[src/rtl/flush_ctrl_pkg.sv]
// Shared types and constants for the flush controller and its fetch tracker.
package flush_ctrl_pkg;

    // Number of pipeline stage-kill lines driven on a flush.
    localparam int FLUSH_WD = 4;

    // General exception vector; eret targets come from EPC instead.
    localparam logic [31:0] EXC_VECTOR = 32'hbfc00380;

    // Flush sequencing: wait for data-side drain, then offer the redirect to IF.
    typedef enum logic [1:0] {
        FC_IDLE     = 2'd0,
        FC_DRAIN    = 2'd1,
        FC_REDIRECT = 2'd2
    } fc_state_t;

    // Bits needed to hold values 0..max_val (at least one bit).
    function automatic int cnt_width(input int max_val);
        return (max_val < 1) ? 1 : $clog2(max_val + 1);
    endfunction

endpackage

[src/rtl/flush_ctrl_fetch_tracker.sv]
// Tracks outstanding instruction-fetch requests and marks responses that
// belong to a squashed stream so IF can drop them on arrival.
module flush_ctrl_fetch_tracker
    import flush_ctrl_pkg::*;
#(
    parameter int MAX_OUTST = 2
) (
    input  logic clk,
    input  logic rst,
    input  logic flush_accept,
    input  logic if_req_fire_i,
    input  logic if_data_ok_i,
    output logic discard_o
);

    // The discard count can exceed MAX_OUTST by one: a fetch accepted in the
    // flush cycle while already at the limit is still part of the old stream.
    localparam int OW = cnt_width(MAX_OUTST);
    localparam int DW = cnt_width(MAX_OUTST + 1);

    logic [OW-1:0] outst_reg, outst_next;
    logic [DW-1:0] discard_reg, discard_next;
    logic [DW-1:0] discard_load;

    // Outstanding-request counter: up on accept, down on response, saturating.
    always_comb begin
        outst_next = outst_reg;
        if (if_req_fire_i && !if_data_ok_i) begin
            if (outst_reg != OW'(MAX_OUTST)) begin
                outst_next = outst_reg + OW'(1);
            end
        end else if (!if_req_fire_i && if_data_ok_i) begin
            if (outst_reg != '0) begin
                outst_next = outst_reg - OW'(1);
            end
        end
    end

    // Stale-response count captured at flush time: everything still in flight
    // plus a request accepted this cycle, minus a response already killed now.
    always_comb begin
        discard_load = DW'(outst_reg);
        if (if_req_fire_i && !if_data_ok_i) begin
            discard_load = DW'(outst_reg) + DW'(1);
        end else if (!if_req_fire_i && if_data_ok_i && (outst_reg != '0)) begin
            discard_load = DW'(outst_reg) - DW'(1);
        end
    end

    // Discard counter: load on flush, otherwise consume one per response.
    always_comb begin
        discard_next = discard_reg;
        if (flush_accept) begin
            discard_next = discard_load;
        end else if (if_data_ok_i && (discard_reg != '0)) begin
            discard_next = discard_reg - DW'(1);
        end
    end

    // Counter registers.
    always_ff @(posedge clk) begin
        if (rst) begin
            outst_reg   <= '0;
            discard_reg <= '0;
        end else begin
            outst_reg   <= outst_next;
            discard_reg <= discard_next;
        end
    end

    // Responses return in order, so any response while the count is nonzero is stale.
    assign discard_o = if_data_ok_i && (discard_reg != '0);

endmodule

[src/rtl/flush_ctrl.sv]
// Exception/eret flush controller: kills pipeline stages, stalls fetch until
// data-side traffic drains, then hands the redirect PC to IF.
module flush_ctrl
    import flush_ctrl_pkg::*;
#(
    parameter int MAX_OUTST = 2
) (
    input  logic                clk,
    input  logic                rst,
    input  logic                flush_req_i,
    input  logic [31:0]         flush_pc_i,
    input  logic                caused_by_i1_i,
    input  logic                mem_wait_i,
    input  logic                if_req_fire_i,
    input  logic                if_data_ok_i,
    output logic [FLUSH_WD-1:0] flush_o,
    output logic [1:0]          wb_kill_o,
    output logic                if_stall_o,
    output logic                redirect_valid_o,
    output logic [31:0]         redirect_pc_o,
    input  logic                redirect_ready_i,
    output logic                discard_o
);

    fc_state_t   state_reg, state_next;
    logic [31:0] pc_reg, pc_next;
    logic        flush_accept;

    // A request outside IDLE arrives after the pipeline was already emptied.
    assign flush_accept = flush_req_i && (state_reg == FC_IDLE);

    // State and captured redirect target.
    always_ff @(posedge clk) begin
        if (rst) begin
            state_reg <= FC_IDLE;
            pc_reg    <= '0;
        end else begin
            state_reg <= state_next;
            pc_reg    <= pc_next;
        end
    end

    // Next-state and front-end control.
    always_comb begin
        state_next       = state_reg;
        pc_next          = pc_reg;
        if_stall_o       = 1'b0;
        redirect_valid_o = 1'b0;
        case (state_reg)
            FC_IDLE: begin
                if (flush_req_i) begin
                    pc_next    = flush_pc_i;
                    state_next = mem_wait_i ? FC_DRAIN : FC_REDIRECT;
                end
            end
            FC_DRAIN: begin
                if_stall_o = 1'b1;
                if (!mem_wait_i) begin
                    state_next = FC_REDIRECT;
                end
            end
            FC_REDIRECT: begin
                if_stall_o       = 1'b1;
                redirect_valid_o = 1'b1;
                if (redirect_ready_i) begin
                    state_next = FC_IDLE;
                end
            end
            default: begin
                state_next = FC_IDLE;
            end
        endcase
    end

    // Every stage register is killed in the accepting cycle.
    generate
        for (genvar gi = 0; gi < FLUSH_WD; gi++) begin : g_kill
            assign flush_o[gi] = flush_accept;
        end
    endgenerate

    // Lane2 never retires on a flush; lane1 retires when only lane2 faulted.
    assign wb_kill_o     = flush_accept ? {1'b1, caused_by_i1_i} : 2'b00;
    assign redirect_pc_o = pc_reg;

    flush_ctrl_fetch_tracker #(
        .MAX_OUTST (MAX_OUTST)
    ) u_fetch_tracker (
        .clk           (clk),
        .rst           (rst),
        .flush_accept  (flush_accept),
        .if_req_fire_i (if_req_fire_i),
        .if_data_ok_i  (if_data_ok_i),
        .discard_o     (discard_o)
    );

endmodule
[config.mk]
export PLATFORM = sky130hd
export DESIGN_NAME = flush_ctrl
export DESIGN_NICKNAME = d
export VERILOG_FILES = /design/src/rtl/flush_ctrl_pkg.sv /design/src/rtl/flush_ctrl_fetch_tracker.sv /design/src/rtl/flush_ctrl.sv
export SDC_FILE = /design/constraint.sdc
export NUM_CORES = 1
export LEC_CHECK = 0
export CAP_MARGIN = 20
export CORE_UTILIZATION = 39
export DETAILED_ROUTE_END_ITERATION = 10
export PLACE_DENSITY = 0.79
export SLEW_MARGIN = 40
export SYNTH_ARGS = -nofsm -noshare
export SYNTH_HDL_FRONTEND = slang
export SYNTH_SLANG_ARGS = --single-unit
export TNS_END_PERCENT = 5
[constraint.sdc]
create_clock -name clk -period 1.8 [get_ports clk]
set_input_delay 0.45 -clock clk [delete_from_list [all_inputs] [get_ports clk]]
set_output_delay 0.45 -clock clk [all_outputs]
set_load 0.005 [all_outputs]
==> run_results.csv, run 1 <==
group,metric,value,unit
synthesis,synth_edf_count,0,
clocking,cts_hold_buf,0,
final_layout,largest_register_ffs,32,
sta,final-hold-violation-count,0,
sta,tns,0,ps
worst_setup_path,worstPathArrival,1300,ps
floorplan,start_util,0.421,
worst_setup_path,cp_max_fo,2,
final_layout,layout.nets,337,
clocking,cts_buffers,5,
floorplan,dieArea,4330,µm²
clocking,numClockSinks,38,
floorplan,die_w,65.8,µm
sta,skew,4.72,ps
placement,gp_congestion,0.800,
power_and_ir_drop,power.total,2240,µW
sta,period_share,0.971,
sta,setup_viol,0,
clocking,clkTransAtPathRegs,70,ps
hold_path,hold_class,"flip-flop to flip-flop",
synthesis,synth.area.top_cells,"dfxtp_1 (48%), nand2_1 (17%), a21oi_1 (12%)",
placement,dp.cells,329,
outcome,status,"completed",
sta,fin_ws,52.5,ps
synthesis,synth.most_common_cell,"nand2_1",
synthesis,synthCells,204,
synthesis,synth_top_cell_by_area,"dfxtp_1",
drt,vias_per_cell,4.71,
global_routing,track_usage,0.205,
power_and_ir_drop,vdd_ir_drop_max,0.575,mV
global_routing,grt_first_pass_wirelength,6640,µm
drt,first_pass_iters,4,
global_routing,grt_max_degree,39,
synthesis,synth_commonest_cells,"nand2_1 (72), dfxtp_1 (38), a21oi_1 (37), inv_1 (8), ha_1 (6)",
final_layout,diodes,0,
synthesis,synthArstFlopShare,0,
floorplan,dieHeight,65.8,µm
drt,drc,0,
final_layout,fillers,310,
sta,period_minus_slack,1750,ps
worst_setup_path,cpPeakStageDelay,490,ps
synthesis,syn-num-nets,250,
floorplan,core,3770,µm²
clocking,cts_max_level,2,
synthesis,synth_ff_type,"dfxtp_1",
clocking,clock_latency,290,ps
sta,holdWs,453,ps
sta,slew_headroom,0.768,
placement,dp_hpwl,2780,µm
worst_setup_path,startpoint_type,"primary input",
synthesis,yosys_warnings,0,
worst_setup_path,critical_path_class,"primary input to output port",
final_layout,stdcell_count,340,
floorplan,ioPinCount,81,
synthesis,seq_area_frac_synth,0.479,
worst_setup_path,endpoint_kind,"output port",
power_and_ir_drop,p_leak,0.00106,µW
sta,rsz0062_at_grt,"no",
worst_setup_path,cp_data_required_time,1350,ps
sta,finalMaxSlewViolations,0,
drt,initialDrtViolationCount,106,
sta,fmax,0.572,GHz
floorplan,std_cell_rows,22,
global_routing,overflow,0,
drt,drt-total-wl,4150,µm
power_and_ir_drop,power_density,855,nW/µm²
synthesis,synth_area_per_cell,7.78,µm²
flow_run,cap_violations,0,
clocking,cts_root_buf,"clkbuf_8",
synthesis,synth_top_area_frac,0.479,
synthesis,synth_area,1590,µm²
drt,vias,1602,
global_routing,antenna_found_initial,0,
placement,preCtsSetupSlack,-363,ps
sta,worstMarginPinSlew,348,ps
drt,ant_nets,0,
global_routing,grt_pass1_vias,1492,
drt,wl_per_cell,12.2,µm
worst_setup_path,critPathSlowestCell,"clkdlybuf4s50_1",
clocking,ctsLongestPathBuffers,2,
synthesis,ys_ff_latch,38,
worst_setup_path,cp_cell_sequence,"clkdlybuf4s50_1 > nor2b_4 > clkdlybuf4s15_1",
final_layout,drive_above_1_share,0.113,
final_layout,syn2layout_area_growth,65.3,%
synthesis,synth_cell_type_count,27,
placement,port_buffers,80,
clocking,cts_tree,"yes",
per-stage QoR:
step / util / instance area [µm²]
floorplan: - / 1590
global placement: 0.655 / 2470
detailed placement: 0.655 / 2470
CTS: 0.693 / 2610
global route: 0.695 / 2620
finish: 0.695 / 2620
worst max-delay path, delay by kind of cell:
kind	cells	cell delay [ps]
AND/OR/NAND/NOR	1	160
buffers and inverters	2	700
cells in the final DEF (no fill, tap or decap), drive strengths merged, types with 2 or more instances in the layout:
| master | instances |
|---|---|
| nand2 | 72 |
| nand2b | 3 |
| inv | 9 |
| clkbuf | 5 |
| xnor2 | 3 |
| clkinv | 2 |
| clkdlybuf4s50 | 70 |
| ha | 6 |
| dfxtp | 38 |
| nor2 | 5 |
| a21oi | 37 |
| o21ai | 3 |
| dlygate4sd2 | 8 |
| buf | 15 |
metal layers:
metal,routed length (µm),GRT usage,share of wire,vias to the layer above
met5,0,0,0,-
met4,59,0.0734,0.014,0
met3,474,0.100,0.11,8
met2,1940,0.339,0.47,62
met1,1670,0.224,0.40,700
li1,-,-,-,832
cell families after synthesis:
kind of cell | after synthesis | synth area share
AND/OR/NAND/NOR | 89 | 0.236
adder cells (fa/ha/maj) | 6 | 0.0473
buffers and inverters | 24 | 0.0710
AO/OA/AOI/OAI | 44 | 0.150
flip-flops | 38 | 0.479
XOR/XNOR | 3 | 0.0166
timing repair:
action                                  in CTS  in global routing
gates resized for setup                     18                  3
pin swaps                                    1                  0
endpoints found under the setup margin       9                  2
buffers inserted                             3                  0
where the power goes:
part	total [µW]	internal, µW	switching (µW)	leakage [µW]
Combinational	577	329	248	0.000691
Sequential	952	913	38.4	0.000313
Clock	714	408	307	0.0000579
Total	2240	1650	593	0.00106
path summary, 6_finish.rpt:
kind / slack, ps / cells past startpoint / start / end
max: 50 / 3 / if_data_ok_i / discard_o
min: 450 / 2 / redirect_pc_o[15]$_SDFFE_PP0P_ / redirect_pc_o[15]$_SDFFE_PP0P_
max reg2reg: 190 / 4 / u_fetch_tracker.outst_reg[1]$_SDFFE_PP0P_ / u_fetch_tracker.discard_reg[1]$_SDFFE_PP0P_
min reg2reg: 450 / 2 / redirect_pc_o[15]$_SDFFE_PP0P_ / redirect_pc_o[15]$_SDFFE_PP0P_
layout make-up:
class | instances | area (µm²) | share of cell area
Timing Repair Buffer | 95 | 918 | 0.350
Sequential cell | 38 | 763 | 0.291
Multi-Input combinational cell | 142 | 736 | 0.281
Clock buffer | 5 | 68.8 | 0.0262
Tap cell | 48 | 60.1 | 0.0229
Clock inverter | 3 | 40.0 | 0.0153
Inverter | 9 | 36.3 | 0.0138
Note: power is estimated with default switching activity, not from simulation.
==> run 2: changes to the inputs <==
Settings changed: SLEW_MARGIN 40 to unset.
==> results of run 2 <==
The final DEF is identical to that of run 1; final timing and power are the same.
